===== src/rtl/i2c_pkg.sv =====
// Shared constants for the I2C master datapath.
// Both byte FIFOs take their default sizing from here.
package i2c_pkg;

  localparam int I2C_DATA_WIDTH      = 8;
  localparam int I2C_FIFO_ADDR_WIDTH = 4;
  localparam int I2C_FIFO_DEPTH      = 2 ** I2C_FIFO_ADDR_WIDTH;
  localparam int I2C_FIFO_AFULL      = 12;

endpackage


===== src/rtl/i2c_fifo_mem.sv =====
// Register-array storage for the I2C byte FIFOs.
// It has one synchronous write port and one asynchronous read port. The array is not reset.
module i2c_fifo_mem
  import i2c_pkg::*;
#(
  parameter int DATA_WIDTH = I2C_DATA_WIDTH,
  parameter int ADDR_WIDTH = I2C_FIFO_ADDR_WIDTH
) (
  input  logic                  clk,
  input  logic                  wr_en,
  input  logic [ADDR_WIDTH-1:0] wr_addr,
  input  logic [DATA_WIDTH-1:0] wr_data,
  input  logic [ADDR_WIDTH-1:0] rd_addr,
  output logic [DATA_WIDTH-1:0] rd_data
);

  logic [DATA_WIDTH-1:0] mem_q [2**ADDR_WIDTH];

  always_ff @(posedge clk) begin
    if (wr_en) begin
      mem_q[wr_addr] <= wr_data;
    end
  end

  assign rd_data = mem_q[rd_addr];

endmodule


===== src/rtl/i2c_sync_fifo.sv =====
// First-word-fall-through byte FIFO for the I2C master.
// Occupancy is tracked in a registered count, and the full/empty flags come from that count.
module i2c_sync_fifo
  import i2c_pkg::*;
#(
  parameter int DATA_WIDTH  = I2C_DATA_WIDTH,
  parameter int ADDR_WIDTH  = I2C_FIFO_ADDR_WIDTH,
  parameter int AFULL_LEVEL = I2C_FIFO_AFULL
) (
  input  logic                  i2c_core_clock_i,
  input  logic                  reset_bit_i,
  input  logic                  clear_i,
  input  logic                  write_en_i,
  input  logic [DATA_WIDTH-1:0] write_data_i,
  input  logic                  read_en_i,
  output logic [DATA_WIDTH-1:0] read_data_o,
  output logic                  full_o,
  output logic                  empty_o,
  output logic                  almost_full_o,
  output logic [ADDR_WIDTH:0]   count_o,
  output logic                  overflow_o,
  output logic                  underflow_o
);

  localparam logic [ADDR_WIDTH:0] DEPTH_CNT = (ADDR_WIDTH+1)'(2 ** ADDR_WIDTH);
  localparam logic [ADDR_WIDTH:0] AFULL_CNT = (ADDR_WIDTH+1)'(AFULL_LEVEL);

  logic [ADDR_WIDTH:0]   wr_ptr_q, wr_ptr_d;
  logic [ADDR_WIDTH:0]   rd_ptr_q, rd_ptr_d;
  logic [ADDR_WIDTH:0]   count_q, count_d;
  logic                  overflow_q, overflow_d;
  logic                  underflow_q, underflow_d;
  logic                  push_ok, pop_ok, mem_we;
  logic [DATA_WIDTH-1:0] mem_rd_data;

  assign empty_o       = (count_q == '0);
  assign full_o        = (count_q == DEPTH_CNT);
  assign almost_full_o = (count_q >= AFULL_CNT);
  assign count_o       = count_q;
  assign overflow_o    = overflow_q;
  assign underflow_o   = underflow_q;

  // A push while full is accepted only when a pop frees a slot in the same cycle.
  assign pop_ok  = read_en_i && !empty_o;
  assign push_ok = write_en_i && (!full_o || pop_ok);
  assign mem_we  = push_ok && !clear_i;

  always_comb begin
    wr_ptr_d    = wr_ptr_q;
    rd_ptr_d    = rd_ptr_q;
    count_d     = count_q;
    overflow_d  = overflow_q;
    underflow_d = underflow_q;
    if (clear_i) begin
      wr_ptr_d    = '0;
      rd_ptr_d    = '0;
      count_d     = '0;
      overflow_d  = 1'b0;
      underflow_d = 1'b0;
    end else begin
      if (push_ok) wr_ptr_d = wr_ptr_q + 1'b1;
      if (pop_ok)  rd_ptr_d = rd_ptr_q + 1'b1;
      count_d = count_q + {{ADDR_WIDTH{1'b0}}, push_ok} - {{ADDR_WIDTH{1'b0}}, pop_ok};
      if (write_en_i && !push_ok)  overflow_d  = 1'b1;
      if (read_en_i && empty_o)    underflow_d = 1'b1;
    end
  end

  always_ff @(posedge i2c_core_clock_i or negedge reset_bit_i) begin
    if (!reset_bit_i) begin
      wr_ptr_q    <= '0;
      rd_ptr_q    <= '0;
      count_q     <= '0;
      overflow_q  <= 1'b0;
      underflow_q <= 1'b0;
    end else begin
      wr_ptr_q    <= wr_ptr_d;
      rd_ptr_q    <= rd_ptr_d;
      count_q     <= count_d;
      overflow_q  <= overflow_d;
      underflow_q <= underflow_d;
    end
  end

  i2c_fifo_mem #(
    .DATA_WIDTH (DATA_WIDTH),
    .ADDR_WIDTH (ADDR_WIDTH)
  ) u_mem (
    .clk     (i2c_core_clock_i),
    .wr_en   (mem_we),
    .wr_addr (wr_ptr_q[ADDR_WIDTH-1:0]),
    .wr_data (write_data_i),
    .rd_addr (rd_ptr_q[ADDR_WIDTH-1:0]),
    .rd_data (mem_rd_data)
  );

  assign read_data_o = empty_o ? '0 : mem_rd_data;

endmodule

===== config.mk =====
export PLATFORM = sky130hd
export DESIGN_NAME = i2c_sync_fifo
export DESIGN_NICKNAME = d
export VERILOG_FILES = /design/src/rtl/i2c_pkg.sv /design/src/rtl/i2c_fifo_mem.sv /design/src/rtl/i2c_sync_fifo.sv
export SDC_FILE = /design/constraint.sdc
export NUM_CORES = 1
export LEC_CHECK = 0
export CORE_MARGIN = 8
export CORE_UTILIZATION = 35
export CTS_CLUSTER_SIZE = 10
export DETAILED_ROUTE_END_ITERATION = 10
export GPL_TIMING_DRIVEN = 0
export PLACE_DENSITY = 0.54
export SYNTH_ARGS = -nofsm -noshare
export SYNTH_HDL_FRONTEND = slang
export SYNTH_SLANG_ARGS = --single-unit

===== constraint.sdc =====
create_clock -name i2c_core_clock_i -period 2.4 [get_ports i2c_core_clock_i]
set_clock_uncertainty 0.1 [all_clocks]
set_input_delay 0.48 -clock i2c_core_clock_i [delete_from_list [all_inputs] [get_ports i2c_core_clock_i]]
set_output_delay 0.48 -clock i2c_core_clock_i [all_outputs]
set_load 0.01 [all_outputs]

==> Word level (Yosys, flattened, before mapping) <==
Memory sizes are Yosys's and may differ from the RTL's.
Index checks and enable logic that the tools add are counted.
{ "classes": {"addsub": 4, "n_lt_le_gt_ge": 1, "eq_ne": 1, "n_mux": 12, "reduce_logical": 15} }
{ "op_table": {"columns": ["op", "count"], "rows": [
  ["$mux W5", 5],
  ["$add A5 B1 Y5 const B", 2],
  ["$mux W8", 1],
  ["$reduce_bool A2 Y1", 4],
  ["$mux W1", 6],
  ["$add A5 B1 Y5", 1],
  ["$eq A5 B5 Y1 const B", 1],
  ["$ge A5 B4 Y1 const B", 1],
  ["$logic_and A1 B1 Y1", 5],
  ["$logic_not A5 Y1", 1],
  ["$sub A5 B1 Y5", 1],
  ["$logic_not A1 Y1", 4],
  ["$logic_or A1 B1 Y1", 1]
]} }
{ "word_totals": {"ff_bits": 17, "ram_bits": 128, "output_inout_bits": 18, "elab_cells": 39, "n_memories": 1} }
{ "mem_list": {"columns": ["memory", "words", "word_bits", "rd", "rd_ports_with_merged_regs", "write_ports", "line", "text"], "rows": [
  ["u_mem.mem_q", 16, 8, 1, 0, 1, "i2c_fifo_mem.sv:17", "logic [DATA_WIDTH-1:0] mem_q [2**ADDR_WIDTH];"]
]} }

==> Logic depth before layout (Yosys ltp) <==
Gate-level depths: netlist of run 1.
{ "logic_depth": {"word_depth": 9, "mapped_depth": 12, "ltp_nobuf": 11} }

==> Cells and area by module <==
Synthesis of run 1 repeated with hierarchy kept, for this count alone.
{ "unflattened": {"hier_cells": 324, "hier_area_um2": 5989.5} }
{ "modules_own_cells": {"columns": ["module", "n_inst", "cells_per_inst", "area_each_um2"], "rows": [
  ["i2c_fifo_mem", 1, 221, 4987.3],
  ["i2c_sync_fifo", 1, 103, 1002.2]
]} }

==> Least setup slack after synthesis of run 1 <==
No wires, ideal clock.
{ "synth_timing": {"kind": "register to register", "from": "register count_q[2] (netlist: count_o[2])", "to": "register count_q[4] (netlist: count_o[4])", "setup_time_ns": 0.132, "t_arrival_ns": 2.479, "slack_ns": -0.311, "stages_incl_launch_ff": 13, "path_buffers": 1, "synth_period_minus_slack_ns": 2.711, "path_cell_list": "dfrtp_1 -> inv_1 -> ha_1 -> or4b_1 -> buf_2 -> nand2_1 -> mux2i_1 -> ha_1 -> fa_1 -> a21oi_1 -> o21bai_1 -> xnor2_1 -> nor2_1"} }
{ "synth_via": {"elab_chain_len": 8} }
{ "synth_lines": {"columns": ["element", "line", "text"], "rows": [
  ["start, declared", "i2c_sync_fifo.sv:30", "logic [ADDR_WIDTH:0] count_q, count_d;"],
  ["start signal, assigned", "i2c_sync_fifo.sv:79", "count_q <= count_d;"],
  ["$logic_not A5 Y1", "i2c_sync_fifo.sv:36", "assign empty_o = (count_q == '0);"],
  ["$logic_not A1 Y1", "i2c_sync_fifo.sv:44", "assign pop_ok = read_en_i && !empty_o;"],
  ["$logic_and A1 B1 Y1", "i2c_sync_fifo.sv:44", null],
  ["$logic_or A1 B1 Y1", "i2c_sync_fifo.sv:45", "assign push_ok = write_en_i && (!full_o || pop_ok);"],
  ["$logic_and A1 B1 Y1", "i2c_sync_fifo.sv:45", null],
  ["$add A5 B1 Y5", "i2c_sync_fifo.sv:63", "count_d = count_q + {{ADDR_WIDTH{1'b0}}, push_ok} - {{ADDR_WIDTH{1'b0}}, pop_ok};"],
  ["$sub A5 B1 Y5 *", "i2c_sync_fifo.sv:63", null],
  ["$mux W5 *", "i2c_sync_fifo.sv:54", "if (clear_i) begin"],
  ["net count_d[4]", "i2c_sync_fifo.sv:30", null]
]} }
Mark *: on every way through the listed nets, which the timed path passes. The rest lies on a longest branch.
A chain may end at the register's enable or synchronous reset.

==> Worst setup path after layout of run 1 <==
{ "layout_timing": {"from": "register count_q[3] (netlist: count_o[3])", "to": "output read_data_o[4]"} }
{ "layout_via": {"elab_chain_len": 2} }
{ "layout_lines": {"columns": ["element", "line", "text"], "rows": [
  ["$logic_not A5 Y1", "i2c_sync_fifo.sv:36", null],
  ["$mux W8", "i2c_sync_fifo.sv:97", "assign read_data_o = empty_o ? '0 : mem_rd_data;"],
  ["end, declared", "i2c_sync_fifo.sv:16", "output logic [DATA_WIDTH-1:0] read_data_o,"]
]} }
No other way between the ends.

==> results.yml, run 1 <==
detailed_routing:
  drtPass1Iterations: 5
  vias: 3060
  drcViolationCount: 0
  wl_per_cell_um: 20.76
  antenna_left: 0
  vias_per_cell: 4.943
  initialDrtViolationCount: 144
  totalWireLength_um: 12850
die:
  fp.dieArea_um2: 21250
  die_h_um: 145.8
  floorplan.initialDensity: 0.3566
  die_x_um: 145.8
  ios: 31
  core_um2: 16520
  core.rowCount: 47
place:
  port_buffers: 29
  gp_congestion: 0.7248
  hpwl_um: 7955
  placedCellCount: 564
power:
  max-vdd-ir-drop_uv: 608.5
  power.density_nw_per_um2: 978.9
  power.leakage_uw: 0.002465
  total_power_uw: 7355
critical_path:
  critical_path.cell_chain: "inv_2 > ha_4 > or4b_4 > inv_4 > nor3b_4 > buf_6 > buf_12 > a22oi_2 > o21ai_1 > buf_2"
  critical_path_arrival_ps: 2410
  crit_path_end_kind: "output port"
  slowest_delay_ps: 530
  crit_type: "reg -> out"
  worstPathRequired_ps: 1820
  crit_path_top_delay_cell: "or4b_4"
  crit_fanout: 4
  cp-start-kind: "flop"
clocking:
  htree_levels: 4
  cts_num_sinks: 143
  cts_buffers: 17
  clkLatencyLatePin_ps: 420
  cts_root_buffer: "clkbuf_16"
  clkTransAtPathRegs_ps: 60
  clock_path_buffers: 2
  tritoncts: "built"
synth:
  synth_nets: 341
  ys.flop_type: "edfxtp_1"
  syn_area_per_cell_um2: 18.71
  synth_area_leaders: "edfxtp_1 (65%), mux4_2 (12%), dfrtp_1 (6.4%)"
  synth_edf_count: 128
  synth.distinct_cells: 35
  synth_commonest_cells: "edfxtp_1 (128), mux4_2 (32), nor2_1 (30), dfrtp_1 (15), ha_1 (12)"
  syn-cell-area_um2: 5893
  yosys.area.top_type: "edfxtp_1"
  ys_ff_latch: 143
  async_flop_share: 0.1049
  synthCells: 315
  synth_top_cell_area_share: 0.6522
  ys_warn_count: 0
  yosysMostFrequentCell: "edfxtp_1"
  ys_seq_area_frac: 0.7159
finish:
  nets: 412
  synthToLayoutAreaGrowth_pct: 27.49
  final_core_util: 0.4547
  drive_gt1_frac: 0.3784
  final_cells: 619
  diodes: 0
global_route:
  grtUsageTotal: 0.1242
  grt_overflow_total: 0
  antenna_found_initial: 0
  grt_max_degree: 17
  grt_pass1_wl_um: 19620
  grt_pass1_vias: 3331
hold_path:
  hold_path_class: "reg -> reg"
run_status:
  status: "finished with violations"
  violations: "setup timing"
sta:
  fmax_mhz: 334.4
  setup_viol: 77
  period_needed_ps: 2991
  relSlewSlack: 0.3792
  finalCritPeriodShare: 1.246
  tightest_slew_ps: 931.3
  drv_slew: 0
  worst_slack_ps: -590.8
  rsz0062_at_grt: "yes"
  hold_viol_final: 0
run:
  maxCapViolations: 0
-- metrics by stage --
step | hold slack (ps) | TNS (ps) | instance area (µm²) | setup slack, ps
finish | 411.7 | -16390 | 7513 | -590.8
global route | 446.9 | -27330 | 7513 | -677.2
CTS | 415.9 | -11780 | 7293 | -602.8
detailed placement | 392.3 | -66700 | 6481 | -956.1
global placement | 380.7 | -63960 | 6481 | -904.5
floorplan | 84.41 | -259.9 | 5916 | -150.0
-- worst max-delay path: cells and delay by family, from the launching register on --
family,cells,cell delay [ps]
flops,1,400
buf+inv,5,630
simple gates,2,580
fa+ha+maj,1,140
compound gates,2,230
-- area by class of cell --
class	count	area, µm²
Fill cell	1429	9011
Sequential cell	143	4220
Multi-Input combinational cell	148	1762
Timing Repair Buffer	54	571.8
Clock buffer	18	429.2
Tap cell	220	275.3
Clock inverter	14	140.1
Buffer	14	82.58
Inverter	8	32.53
-- placed cells by master (no fill, tap or decap), drive strengths merged, types with 11 or more instances in the layout --
cell / instances
edfxtp: 128
buf: 40
mux4: 32
nor2: 30
clkbuf: 26
clkdlybuf4s50: 19
dfrtp: 15
ha: 12
o21ai: 11
-- layer usage --
layer,global-route usage,vias to the layer above,part of all wire
li1,-,1395,-
met1,0.1541,1575,0.44
met2,0.2005,76,0.49
met3,0.03327,14,0.046
met4,0.05414,0,0.015
met5,0,-,0
-- cells by family after synthesis --
| family | synth area share |
|---|---|
| buffers and inverters | 0.01805 |
| and+or+nand+nor | 0.04862 |
| muxes | 0.1393 |
| AOI/OAI and AO/OA | 0.03737 |
| adders and majority gates | 0.02887 |
| xor gates and xnor gates | 0.01189 |
| DFF | 0.7159 |
-- sequential cells by signal (all words and copies together), names as in the netlist --
name / count
u_mem.mem_q: 128
wr_ptr_q: 4
overflow_o: 1
rd_ptr_q: 4
underflow_o: 1
count_o: 5
-- what timing repair did --
item	in CTS	in global routing
resized for setup	93	6
endpoints found under the setup margin	143	143
hold buffers	0	0
pin swaps	26	16
buffers inserted	14	11
-- path summary, 6_finish.rpt --
kind / from / end / slack (ps) / cells after the start
worst max-delay path: count_o[3]$_DFF_PN0_ / read_data_o[4] / -590 / 10
worst min-delay path: overflow_o$_DFFE_PN0P_ / overflow_o$_DFFE_PN0P_ / 410 / 2
worst max register to register: count_o[3]$_DFF_PN0_ / count_o[4]$_DFF_PN0_ / -290 / 13
worst min register to register: overflow_o$_DFFE_PN0P_ / overflow_o$_DFFE_PN0P_ / 410 / 2
max in group asynchronous: reset_bit_i / count_o[2]$_DFF_PN0_ / 1230 / 1
min in group asynchronous: reset_bit_i / count_o[4]$_DFF_PN0_ / 430 / 1
-- where the power goes --
part / internal [µW] / switching (µW)
logic: 1000 / 991
clock network: 1520 / 979
registers: 2800 / 59.1
(Power assumes the default switching activity.)
==> inputs of run 2 (changes only) <==
--- a/config.mk
+++ b/config.mk
@@ -10,7 +10,6 @@
 export CTS_CLUSTER_SIZE = 10
 export DETAILED_ROUTE_END_ITERATION = 10
 export GPL_TIMING_DRIVEN = 0
-export PLACE_DENSITY = 0.54
 export SYNTH_ARGS = -nofsm -noshare
 export SYNTH_HDL_FRONTEND = slang
 export SYNTH_SLANG_ARGS = --single-unit
==> results.yml, run 2 (synthesis results as in run 1) <==
run_status:
  status: "finished with violations"
  violations: "setup timing"
critical_path:
  r2r_cells: 13
  crit_fanout: 5
  crit_type: "reg -> out"
  critical_path_arrival_ps: 2350
  reg2reg_from: "count_o[2]$_DFF_PN0_"
  cp-start-kind: "flop"
  crit_path_end_kind: "output port"
  r2r-end: "count_o[4]$_DFF_PN0_"
  reg2reg_slack_ps: -440
  worstPathRequired_ps: 1820
detailed_routing:
  antenna_left: 0
  vias_per_cell: 5.003
  wl_per_cell_um: 20.80
  drcViolationCount: 0
  totalWireLength_um: 12690
  vias: 3052
  drtPass1Iterations: 6
  initialDrtViolationCount: 184
hold_path:
  holdPathStages: 2
  hold_path_end: "overflow_o$_DFFE_PN0P_"
  hold_path_class: "reg -> reg"
  hp-start: "overflow_o$_DFFE_PN0P_"
sta:
  tightest_slew_ps: 985.3
  relSlewSlack: 0.3431
  fin_setup_tns_ps: -5461
  worst_slack_ps: -528.7
  drv_slew: 0
  rsz0062_at_grt: "yes"
  fmax_mhz: 341.5
  hold_viol_final: 0
  finalCritPeriodShare: 1.220
  setup_viol: 14
  period_needed_ps: 2929
power:
  power.density_nw_per_um2: 1027
  max-vdd-ir-drop_uv: 670.1
  power.leakage_uw: 0.002407
  total_power_uw: 7554
clocking:
  clock_path_buffers: 2
  cts_buffers: 17
  cts_num_sinks: 143
  clkLatencyLatePin_ps: 410
  clkTransAtPathRegs_ps: 60
  tritoncts: "built"
  htree_levels: 4
  cts_root_buffer: "clkbuf_16"
global_route:
  antenna_found_initial: 0
  grt_max_degree: 17
  grt_overflow_total: 0
  grt_pass1_wl_um: 19230
  grt_pass1_vias: 3195
  grtUsageTotal: 0.1224
run:
  maxCapViolations: 0
die:
  core_um2: 16520
  die_x_um: 145.8
  fp.dieArea_um2: 21250
  core.rowCount: 47
  ios: 31
  floorplan.initialDensity: 0.3566
  die_h_um: 145.8
finish:
  regMostFlops: "u_mem.mem_q"
  stdcell_area_um2: 7353
  final_common_cell: "edfxtp_1"
  final_cell_mix: "edfxtp_1 (128), mux4_2 (32), clkdlybuf4s50_1 (19)"
  nets: 403
  diodes: 0
  largest_register_ffs: 128
  synthToLayoutAreaGrowth_pct: 24.78
  drive_gt1_frac: 0.3641
place:
  gp_congestion: 0.7382
  hpwl_um: 8027
  dp_worst_setup_slack_ps: -996.4
  port_buffers: 29
  postPlaceCellArea_um2: 6481
-- run 2: cell types whose count changed in the layout (fill, tap and decap cells not counted), moves of 2 or more --
cell,change
nor2_2,+8
bufinv_16,+2
buf_12,-7
clkinv_4,-2
inv_6,-2
nor2_4,-8
-- run 2: worst max-delay path, stage by stage (launching register included) --
cell	delay, ps
dfrtp_2	410
inv_2	80
ha_4	120
or4b_4	510
clkinvlp_4	120
nor3b_4	60
buf_12	190
a22oi_2	160
o21ai_2	100
buf_2	160
-- run 2: layout make-up --
cell class / instances / area, µm²
multi-input cells: 148 / 1724
flip-flops and latches: 143 / 4220
repair buffers: 45 / 411.6
clock inverters: 13 / 170.2
well taps: 220 / 275.3
clock buffers: 19 / 432.9
plain buffers: 14 / 85.08
fillers: 1383 / 9171
inverters: 8 / 33.78
-- run 2: per-layer routing --
| layer | global-route usage | up-vias | routed length, µm |
|---|---|---|---|
| li1 | - | 1377 | - |
| met1 | 0.1619 | 1591 | 6104 |
| met2 | 0.1856 | 73 | 5885 |
| met3 | 0.04136 | 11 | 542 |
| met4 | 0.03956 | 0 | 155 |
| met5 | 0 | - | 0 |
-- run 2: worst max path at each step --
stage	startpoint	endpoint	slack (ps)	depth (start not counted)
2_1_floorplan	count_o[2]$_DFF_PN0_	count_o[4]$_DFF_PN0_	-150	12
3_3_place_gp	count_o[2]$_DFF_PN0_	read_data_o[6]	-920	9
3_5_place_dp	count_o[2]$_DFF_PN0_	read_data_o[6]	-1000	9
4_1_cts	count_o[2]$_DFF_PN0_	read_data_o[7]	-570	9
5_1_grt	count_o[2]$_DFF_PN0_	read_data_o[7]	-620	9
6_report	count_o[2]$_DFF_PN0_	read_data_o[7]	-530	9
-- run 2: repair_timing --
| action | in CTS | in global routing |
|---|---|---|
| buffers inserted | 8 | 8 |
| endpoints found under the setup margin | 143 | 127 |
| hold buffers | 0 | 0 |
| gates resized for setup | 78 | 14 |
| pin swaps | 10 | 13 |
-- run 2: report_power, final --
part           switching (µW)  internal (µW)  total, µW
clock network             963           1720       2690
logic                     996           1010       2010
registers                60.4           2800       2860
-- run 2: per-stage QoR --
| step | hold slack, ps | cells | utilization |
|---|---|---|---|
| detailed placement | 388.4 | 564 | 0.3922 |
| global placement | 381.2 | 564 | 0.3922 |
| CTS | 418.3 | 602 | 0.4373 |
| global route | 454.8 | 610 | 0.4450 |
| finish | 414.9 | 610 | 0.4450 |
| floorplan | 84.41 | 315 | - |
